[config.mk]
export PLATFORM = sky130hd
export DESIGN_NAME = mul_unit_flat
export DESIGN_NICKNAME = d
export VERILOG_FILES = /design/src/rtl/mul_unit_if.sv /design/src/rtl/mul_unit.sv /design/src/flat_wrapper.sv
export SDC_FILE = /design/constraint.sdc
export NUM_CORES = 1
export LEC_CHECK = 0
export BUFFER_PORTS_ARGS = -buffer_cell sky130_fd_sc_hd__buf_2
export CORE_MARGIN = 2
export CORE_UTILIZATION = 40
export DETAILED_ROUTE_END_ITERATION = 16
export PLACE_DENSITY = 0.66
export SYNTH_ARGS = -nofsm -noshare
export SYNTH_HDL_FRONTEND = slang
export SYNTH_SLANG_ARGS = --single-unit
export TNS_END_PERCENT = 50
[constraint.sdc]
create_clock -name clk -period 4.2 [get_ports clk]
set_input_delay 0.63 -clock clk [delete_from_list [all_inputs] [get_ports clk]]
set_output_delay 0.63 -clock clk [all_outputs]
set_load 0.02 [all_outputs]
[src/rtl/mul_unit_if.sv]
// Bundle between the control path and the iterative multiply unit:
// operand/request inputs plus the register-file and CPSR write-back outputs.
interface mul_unit_if #(
  parameter int WORD_SIZE  = 32,
  parameter int ADDR_WIDTH = 4
);
  logic                  start;
  logic                  accumulate;
  logic                  set_flags;
  logic [ADDR_WIDTH-1:0] rd_addr;
  logic [WORD_SIZE-1:0]  rm_in;
  logic [WORD_SIZE-1:0]  rs_in;
  logic [WORD_SIZE-1:0]  rn_in;
  logic [WORD_SIZE-1:0]  cpsr_in;
  logic                  busy;
  logic                  rd_we;
  logic [ADDR_WIDTH-1:0] write_rd;
  logic [WORD_SIZE-1:0]  rd_out;
  logic                  cpsr_we;
  logic [WORD_SIZE-1:0]  cpsr_out;

  // Request/acknowledge: start is taken only on an edge where busy is low;
  // there is no backpressure on the result, rd_we/cpsr_we are single-cycle strobes.
  modport master (
    output start, accumulate, set_flags, rd_addr, rm_in, rs_in, rn_in, cpsr_in,
    input  busy, rd_we, write_rd, rd_out, cpsr_we, cpsr_out
  );

  modport slave (
    input  start, accumulate, set_flags, rd_addr, rm_in, rs_in, rn_in, cpsr_in,
    output busy, rd_we, write_rd, rd_out, cpsr_we, cpsr_out
  );
endinterface

[src/rtl/mul_unit.sv]
// Shift-and-add MUL/MLA unit with early termination on the multiplier's
// most significant set bit; results are written back through one-cycle strobes.
module mul_unit #(
  parameter int WORD_SIZE  = 32,
  parameter int ADDR_WIDTH = 4
) (
  input  logic       clk,
  input  logic       reset,
  mul_unit_if.slave  bus,
  output logic [1:0] dbg_state
);

  typedef enum logic [1:0] {
    IDLE = 2'd0,
    RUN  = 2'd1,
    DONE = 2'd2
  } state_t;

  state_t state, state_next;

  logic [WORD_SIZE-1:0]  acc;
  logic [WORD_SIZE-1:0]  mcand;
  logic [WORD_SIZE-1:0]  mplier;
  logic [ADDR_WIDTH-1:0] rd_lat;
  logic                  sf_lat;
  logic [WORD_SIZE-3:0]  cpsr_lat;

  logic [ADDR_WIDTH-1:0] write_rd_q;
  logic [WORD_SIZE-1:0]  rd_out_q;
  logic [WORD_SIZE-1:0]  cpsr_out_q;

  logic [WORD_SIZE-1:0]  acc_step;
  logic [WORD_SIZE-1:0]  mplier_sh;
  logic                  last_step;

  always_comb begin
    acc_step   = acc + (mplier[0] ? mcand : '0);
    mplier_sh  = mplier >> 1;
    last_step  = (mplier_sh == '0);
    state_next = state;
    case (state)
      IDLE:    if (bus.start) state_next = RUN;
      RUN:     if (last_step) state_next = DONE;
      DONE:    state_next = IDLE;
      default: state_next = IDLE;
    endcase
  end

  always_ff @(posedge clk) begin
    if (reset) begin
      state      <= IDLE;
      acc        <= '0;
      mcand      <= '0;
      mplier     <= '0;
      rd_lat     <= '0;
      sf_lat     <= 1'b0;
      cpsr_lat   <= '0;
      write_rd_q <= '0;
      rd_out_q   <= '0;
      cpsr_out_q <= '0;
    end else begin
      state <= state_next;
      case (state)
        IDLE: begin
          if (bus.start) begin
            acc      <= bus.accumulate ? bus.rn_in : '0;
            mcand    <= bus.rm_in;
            mplier   <= bus.rs_in;
            rd_lat   <= bus.rd_addr;
            sf_lat   <= bus.set_flags;
            cpsr_lat <= bus.cpsr_in[WORD_SIZE-3:0];
          end
        end
        RUN: begin
          acc    <= acc_step;
          mcand  <= mcand << 1;
          mplier <= mplier_sh;
          // Result registers update only here so they hold until the next DONE.
          if (last_step) begin
            rd_out_q   <= acc_step;
            write_rd_q <= rd_lat;
            cpsr_out_q <= {acc_step[WORD_SIZE-1], (acc_step == '0), cpsr_lat};
          end
        end
        default: ;
      endcase
    end
  end

  // Reset on the DONE edge suppresses the write-back strobes.
  assign bus.busy     = (state != IDLE);
  assign bus.rd_we    = (state == DONE) && !reset;
  assign bus.cpsr_we  = (state == DONE) && sf_lat && !reset;
  assign bus.rd_out   = rd_out_q;
  assign bus.write_rd = write_rd_q;
  assign bus.cpsr_out = cpsr_out_q;
  assign dbg_state    = state;

endmodule

[src/flat_wrapper.sv]
// flat-port wrapper written by rule: the top's interface ports become plain ports
module mul_unit_flat 
#(
  parameter int WORD_SIZE  = 32,
  parameter int ADDR_WIDTH = 4
)
  (clk, reset, dbg_state, bus_start, bus_accumulate, bus_set_flags, bus_rd_addr, bus_rm_in, bus_rs_in, bus_rn_in, bus_cpsr_in, bus_busy, bus_rd_we, bus_write_rd, bus_rd_out, bus_cpsr_we, bus_cpsr_out);
  mul_unit_if #(.WORD_SIZE(WORD_SIZE), .ADDR_WIDTH(ADDR_WIDTH)) bus_i ();
  input  logic clk;
  input  logic reset;
  output logic [1:0] dbg_state;
  input wire logic [$bits(bus_i.start)-1:0] bus_start;
  input wire logic [$bits(bus_i.accumulate)-1:0] bus_accumulate;
  input wire logic [$bits(bus_i.set_flags)-1:0] bus_set_flags;
  input wire logic [$bits(bus_i.rd_addr)-1:0] bus_rd_addr;
  input wire logic [$bits(bus_i.rm_in)-1:0] bus_rm_in;
  input wire logic [$bits(bus_i.rs_in)-1:0] bus_rs_in;
  input wire logic [$bits(bus_i.rn_in)-1:0] bus_rn_in;
  input wire logic [$bits(bus_i.cpsr_in)-1:0] bus_cpsr_in;
  output wire logic [$bits(bus_i.busy)-1:0] bus_busy;
  output wire logic [$bits(bus_i.rd_we)-1:0] bus_rd_we;
  output wire logic [$bits(bus_i.write_rd)-1:0] bus_write_rd;
  output wire logic [$bits(bus_i.rd_out)-1:0] bus_rd_out;
  output wire logic [$bits(bus_i.cpsr_we)-1:0] bus_cpsr_we;
  output wire logic [$bits(bus_i.cpsr_out)-1:0] bus_cpsr_out;
  assign bus_i.start = bus_start;
  assign bus_i.accumulate = bus_accumulate;
  assign bus_i.set_flags = bus_set_flags;
  assign bus_i.rd_addr = bus_rd_addr;
  assign bus_i.rm_in = bus_rm_in;
  assign bus_i.rs_in = bus_rs_in;
  assign bus_i.rn_in = bus_rn_in;
  assign bus_i.cpsr_in = bus_cpsr_in;
  assign bus_busy = bus_i.busy;
  assign bus_rd_we = bus_i.rd_we;
  assign bus_write_rd = bus_i.write_rd;
  assign bus_rd_out = bus_i.rd_out;
  assign bus_cpsr_we = bus_i.cpsr_we;
  assign bus_cpsr_out = bus_i.cpsr_out;
  mul_unit #(.WORD_SIZE(WORD_SIZE), .ADDR_WIDTH(ADDR_WIDTH)) u_core (.clk(clk), .reset(reset), .bus(bus_i), .dbg_state(dbg_state));
endmodule
# After elaboration in Yosys (flattened, before gate mapping)
# Cells that the tools add are included.
op_classes:
  reduce_logical: 13
  n_eq_ne: 4
  n_mux: 11
  addsub: 1
ops:
  columns: ["op", "n"]
  rows:
  - ["$pmux 32 s2", 3]
  - ["$mux 32", 5]
  - ["$logic_not 32->1", 2]
  - ["$add 32x32->32", 1]
  - ["$reduce_and 2->1", 4]
  - ["$mux 2", 2]
  - ["$pmux 2 s2", 1]
  - ["$reduce_bool 2->1", 2]
  - ["$logic_and 1x1->1", 3]
  - ["$eq 2x1->1 const B", 1]
  - ["$eq 2x2->1 const B", 1]
  - ["$logic_not 2->1", 1]
  - ["$ne 2x1->1 const B", 1]
  - ["$ne 2x2->1 const B", 1]
  - ["$logic_not 1->1", 1]
word_totals:
  inputBits: 137
  ff_bits: 201
  out_inout_bits: 73

# Longest topological paths before layout
depth:
  depth_word: 3
  mapped_depth: 14
  ltp_nobuf: 13

# Least setup slack after synthesis
# OpenSTA, ideal clock, no wires.
synth_path:
  path_kind: "register -> register"
  start: "register u_core.mplier[0]"
  end: "register u_core.cpsr_out_q[30] (netlist: u_core.bus.cpsr_out[30])"
  t_required_ns: 4.116
  stages_incl_launch_ff: 14
  arrival_time_ns: 3.464
  setup_slack_ns: 0.652
  setup_time_ns: 0.084
  path_buffers: 1
  cell_sequence: "dfxtp_1 clkbuf_1 and2_1 fa_1 a21o_1 a221oi_4 o31ai_4 xor2_1 or2_1 or4_1 nor4_1 and4b_1 or4b_1 o31ai_2"
synth_via:
  elab_chain_len: 3
synth_lines:
  columns: ["item", "line_no", "source"]
  rows:
  - ["start: declaration", "mul_unit.sv:23", "logic [WORD_SIZE-1:0] mplier;"]
  - ["start signal: assignment", "mul_unit.sv:68", "mplier <= bus.rs_in;"]
  - ["start signal: assignment", "mul_unit.sv:77", "mplier <= mplier_sh;"]
  - ["$mux 32", "mul_unit.sv:37", "acc_step = acc + (mplier[0] ? mcand : '0);"]
  - ["$add 32x32->32", "mul_unit.sv:37", null]
  - ["$logic_not 32->1", "mul_unit.sv:82", "cpsr_out_q <= {acc_step[WORD_SIZE-1], (acc_step == '0), cpsr_lat};"]
  - ["end signal: assignment", "mul_unit.sv:82", null]
  - ["end: declaration", "mul_unit.sv:30", "logic [WORD_SIZE-1:0] cpsr_out_q;"]
# Every way passes these cells.
# A chain may end at the register's enable or synchronous reset.

# Worst setup path in the final report
# Same ends and word-level chain as after synthesis.

==> results.yml <==
pwr:
  total_power_uw: 4370
  ir_drop_v: 0.000188
  total_leakage_power_uw: 0.00502
  power_density_nw_per_um2: 372
cts:
  cts-buffers-inserted: 17
  cts_tree: "yes"
  htreeDepth: 4
  clk_path_buf_depth: 2
  root_buffer: "clkbuf_16"
  clock-sinks: 200
  cts_hold_buf: 0
  cts_setup_buffers: 0
  cts_resized: 0
  path_clk_slew_ns: 0.07
  clock_latency_ns: 0.43
timing:
  setup_violations: 0
  rsz0062_at_grt: "no"
  drv_slew: 0
  slew_headroom_pct: 28.6
  clock_skew_ns: 0.00897
  tns_ns: 0
  tightest_slew_ns: 1.07
  min_period_ns: 3.96
  period_share_pct: 94.3
  fmax_mhz: 252
  finalHoldViolations: 0
yosys:
  synth_ff_type: "dfxtp_1"
  ys_async_sr_fraction_pct: 0
  ys_seq_elements: 200
  syn_inst: 1290
  yosys-top-cells-area: "dfxtp_1 41%, nand2_1 14%, a311oi_1 7.8%"
  netlist-cell-type-count: 56
  synth_fp_nets: 1459
  yosys_warnings: 0
  synth_top_cell_by_area: "dfxtp_1"
  netlist_area_um2: 9790
  synth_edf_count: 0
  synth_area_per_cell_um2: 7.59
  synth_top_area_share_pct: 40.9
  ys_seq_area_share_pct: 40.9
worst_hold_path:
  hold_class: "input port to register"
global_routing:
  grt_pass1_vias: 9144
  track_usage_pct: 21.9
  busiest_layer: "met2"
  grt_antenna_before_repair: 2
  globalRouteMet1Util_pct: 26.7
  grt_start_max_net_pins: 132
  grt_pass1_wl_um: 45900
  gr-usage-met3_pct: 4.75
  grt.overflow.total: 0
  gr-usage-met2_pct: 37.8
floorplan:
  num_rows: 57
  io_pins: 210
  core_um2: 24200
  die-area_um2: 25700
  die_w_um: 160
  initial_core_util_pct: 40.5
  dieHeight_um: 160
job:
  maxCapViolCount: 0
worst_setup_path:
  crit_chain: "and2_1, ha_1, fa_1, buf_4, nand3_1, a21oi_1, o21ai_0, buf_4, nand2_1, xor2_1, or4_1, nor4_2, and4b_1, or4b_1, o31ai_2"
  worstSetupPathType: "register to register"
  crit_path_end: "u_core.bus.cpsr_out[30]$_SDFFE_PP0P_"
  cp-start-kind: "register"
  startpoint: "u_core.mplier[0]$_SDFFE_PP0P_"
  r2r-start: "u_core.mplier[0]$_SDFFE_PP0P_"
  crit_fanout: 13
  worst_path_most_repeated_cell: "buf_4"
  critPathMaxStageDelay_ns: 0.54
  r2r_slack_ns: 0.24
  end_kind: "register"
  r2r-end: "u_core.bus.cpsr_out[30]$_SDFFE_PP0P_"
  reg2reg_depth: 15
  cp.arrival_ns: 4.31
  crit_slowest_cell: "or4_1"
  required_ns: 4.55
layout:
  drive_above_1_share_pct: 19.8
  fill_cells: 2444
  layout_commonest_cell: "nand2_1"
  n_antenna_cell: 0
  mostFrequentLayoutCells: "363 x nand2_1, 206 x buf_2, 199 x dfxtp_1"
  nets: 1626
  area_growth_pct: 20.0
detailed_routing:
  drt_iter0_markers: 714
  viasPerCell: 5.34
  drc_errors: 0
  wirelength_um: 28800
  routedWlPerCell_um: 16.0
  drt_pass1_iterations: 6
  drtAntennaViolNets: 0
  vias: 9571
placed_design:
  gp_congestion: 0.879
  dp_hpwl_um: 19800
  io_buffers: 207
status:
  status: "finished, final reports clean"
cell type report:
type | count | area, um2 | area share, %
well taps | 324 | 405 | 3.45
multi-input cells | 986 | 5400 | 46.0
clock inverters | 11 | 119 | 1.01
repair buffers | 248 | 1360 | 11.6
clock buffers | 20 | 437 | 3.72
flip-flops and latches | 200 | 4010 | 34.1
inverters | 4 | 15.0 | 0.128
metal layers:
metal,part of all wire [%],vias up
met2,48,237
li1,-,4813
met3,5.1,57
met5,0.045,-
met4,2.9,2
met1,44,4462
state kept, by name (all words and copies together) (netlist names):
name                 count
u_core.mcand            32
u_core.cpsr_lat         30
u_core.bus.cpsr_out     31
u_core.bus.rd_out       32
u_core.sf_lat            1
u_core.rd_lat            4
u_core.acc              32
u_core.mplier           32
u_core.bus.write_rd      4
u_core.dbg_state         2
per-stage QoR:
step	cell area [um2]	instances	util, %	hold slack (ns)	setup slack (ns)
CTS	11700	1793	48.6	0.414	0.0120
finish	11700	1793	48.6	0.427	0.238
global placement	11200	1762	46.3	0.436	0.0984
global route	11700	1793	48.6	0.423	0.00496
floorplan	9790	1290	-	0.432	0.652
detailed placement	11200	1762	46.3	0.443	0.0353
kinds of logic (layout without fill, tap and decap cells):
kind of cell,after synthesis,after routing,share of synthesized area (%)
adders and majority gates,32,32,4.17
buffers and inverters,104,283,4.28
DFF,200,200,40.9
muxes,1,1,0.102
AOI/OAI and AO/OA,307,307,21.0
xor gates and xnor gates,30,30,2.68
and+or+nand+nor,616,616,26.8
critical path, delay by kind of cell, from the launching register on:
| family | cells | cell delay (ns) |
|---|---|---|
| buffers and inverters | 2 | 0.31 |
| flip-flops | 1 | 0.41 |
| AO/OA/AOI/OAI | 3 | 0.48 |
| XOR/XNOR | 1 | 0.16 |
| AND/OR/NAND/NOR | 7 | 1.90 |
| adder cells (fa/ha/maj) | 2 | 0.63 |
synthesized netlist by cell type, types with 4 or more instances:
cell type,count
a211oi_1,19
a21o_1,17
a21oi_1,139
a311oi_1,87
a31oi_1,4
and2_1,38
and3_1,13
buf_1,5
clkbuf_1,89
dfxtp_1,200
ha_1,31
inv_1,4
nand2_1,364
nand2b_1,5
nand3_1,32
nand4_1,7
nor2_1,119
nor3_1,10
nor4_1,10
o21a_1,6
o21ai_0,18
xnor2_1,17
xor2_1,13
report_power, final:
| group | internal (uW) | leakage, uW | switching, uW | total, uW |
|---|---|---|---|---|
| Sequential | 2010 | 0.00164 | 83.2 | 2090 |
| Clock | 830 | 0.000270 | 757 | 1590 |
| Combinational | 279 | 0.00311 | 415 | 693 |
worst min-delay path by stage:
stage	start	cells past startpoint	slack (ns)	end
finish	bus_cpsr_in[10]	3	0.43	u_core.cpsr_lat[10]$_SDFFE_PP0P_
detailed placement	u_core.cpsr_lat[25]$_SDFFE_PP0P_	2	0.44	u_core.bus.cpsr_out[25]$_SDFFE_PP0P_
floorplan	u_core.sf_lat$_SDFFE_PP0P_	2	0.43	u_core.sf_lat$_SDFFE_PP0P_
global route	bus_cpsr_in[18]	3	0.42	u_core.cpsr_lat[18]$_SDFFE_PP0P_
global placement	u_core.cpsr_lat[28]$_SDFFE_PP0P_	2	0.44	u_core.bus.cpsr_out[28]$_SDFFE_PP0P_
CTS	bus_cpsr_in[6]	3	0.41	u_core.cpsr_lat[6]$_SDFFE_PP0P_
No activity file was read; power rests on OpenSTA's default activity.
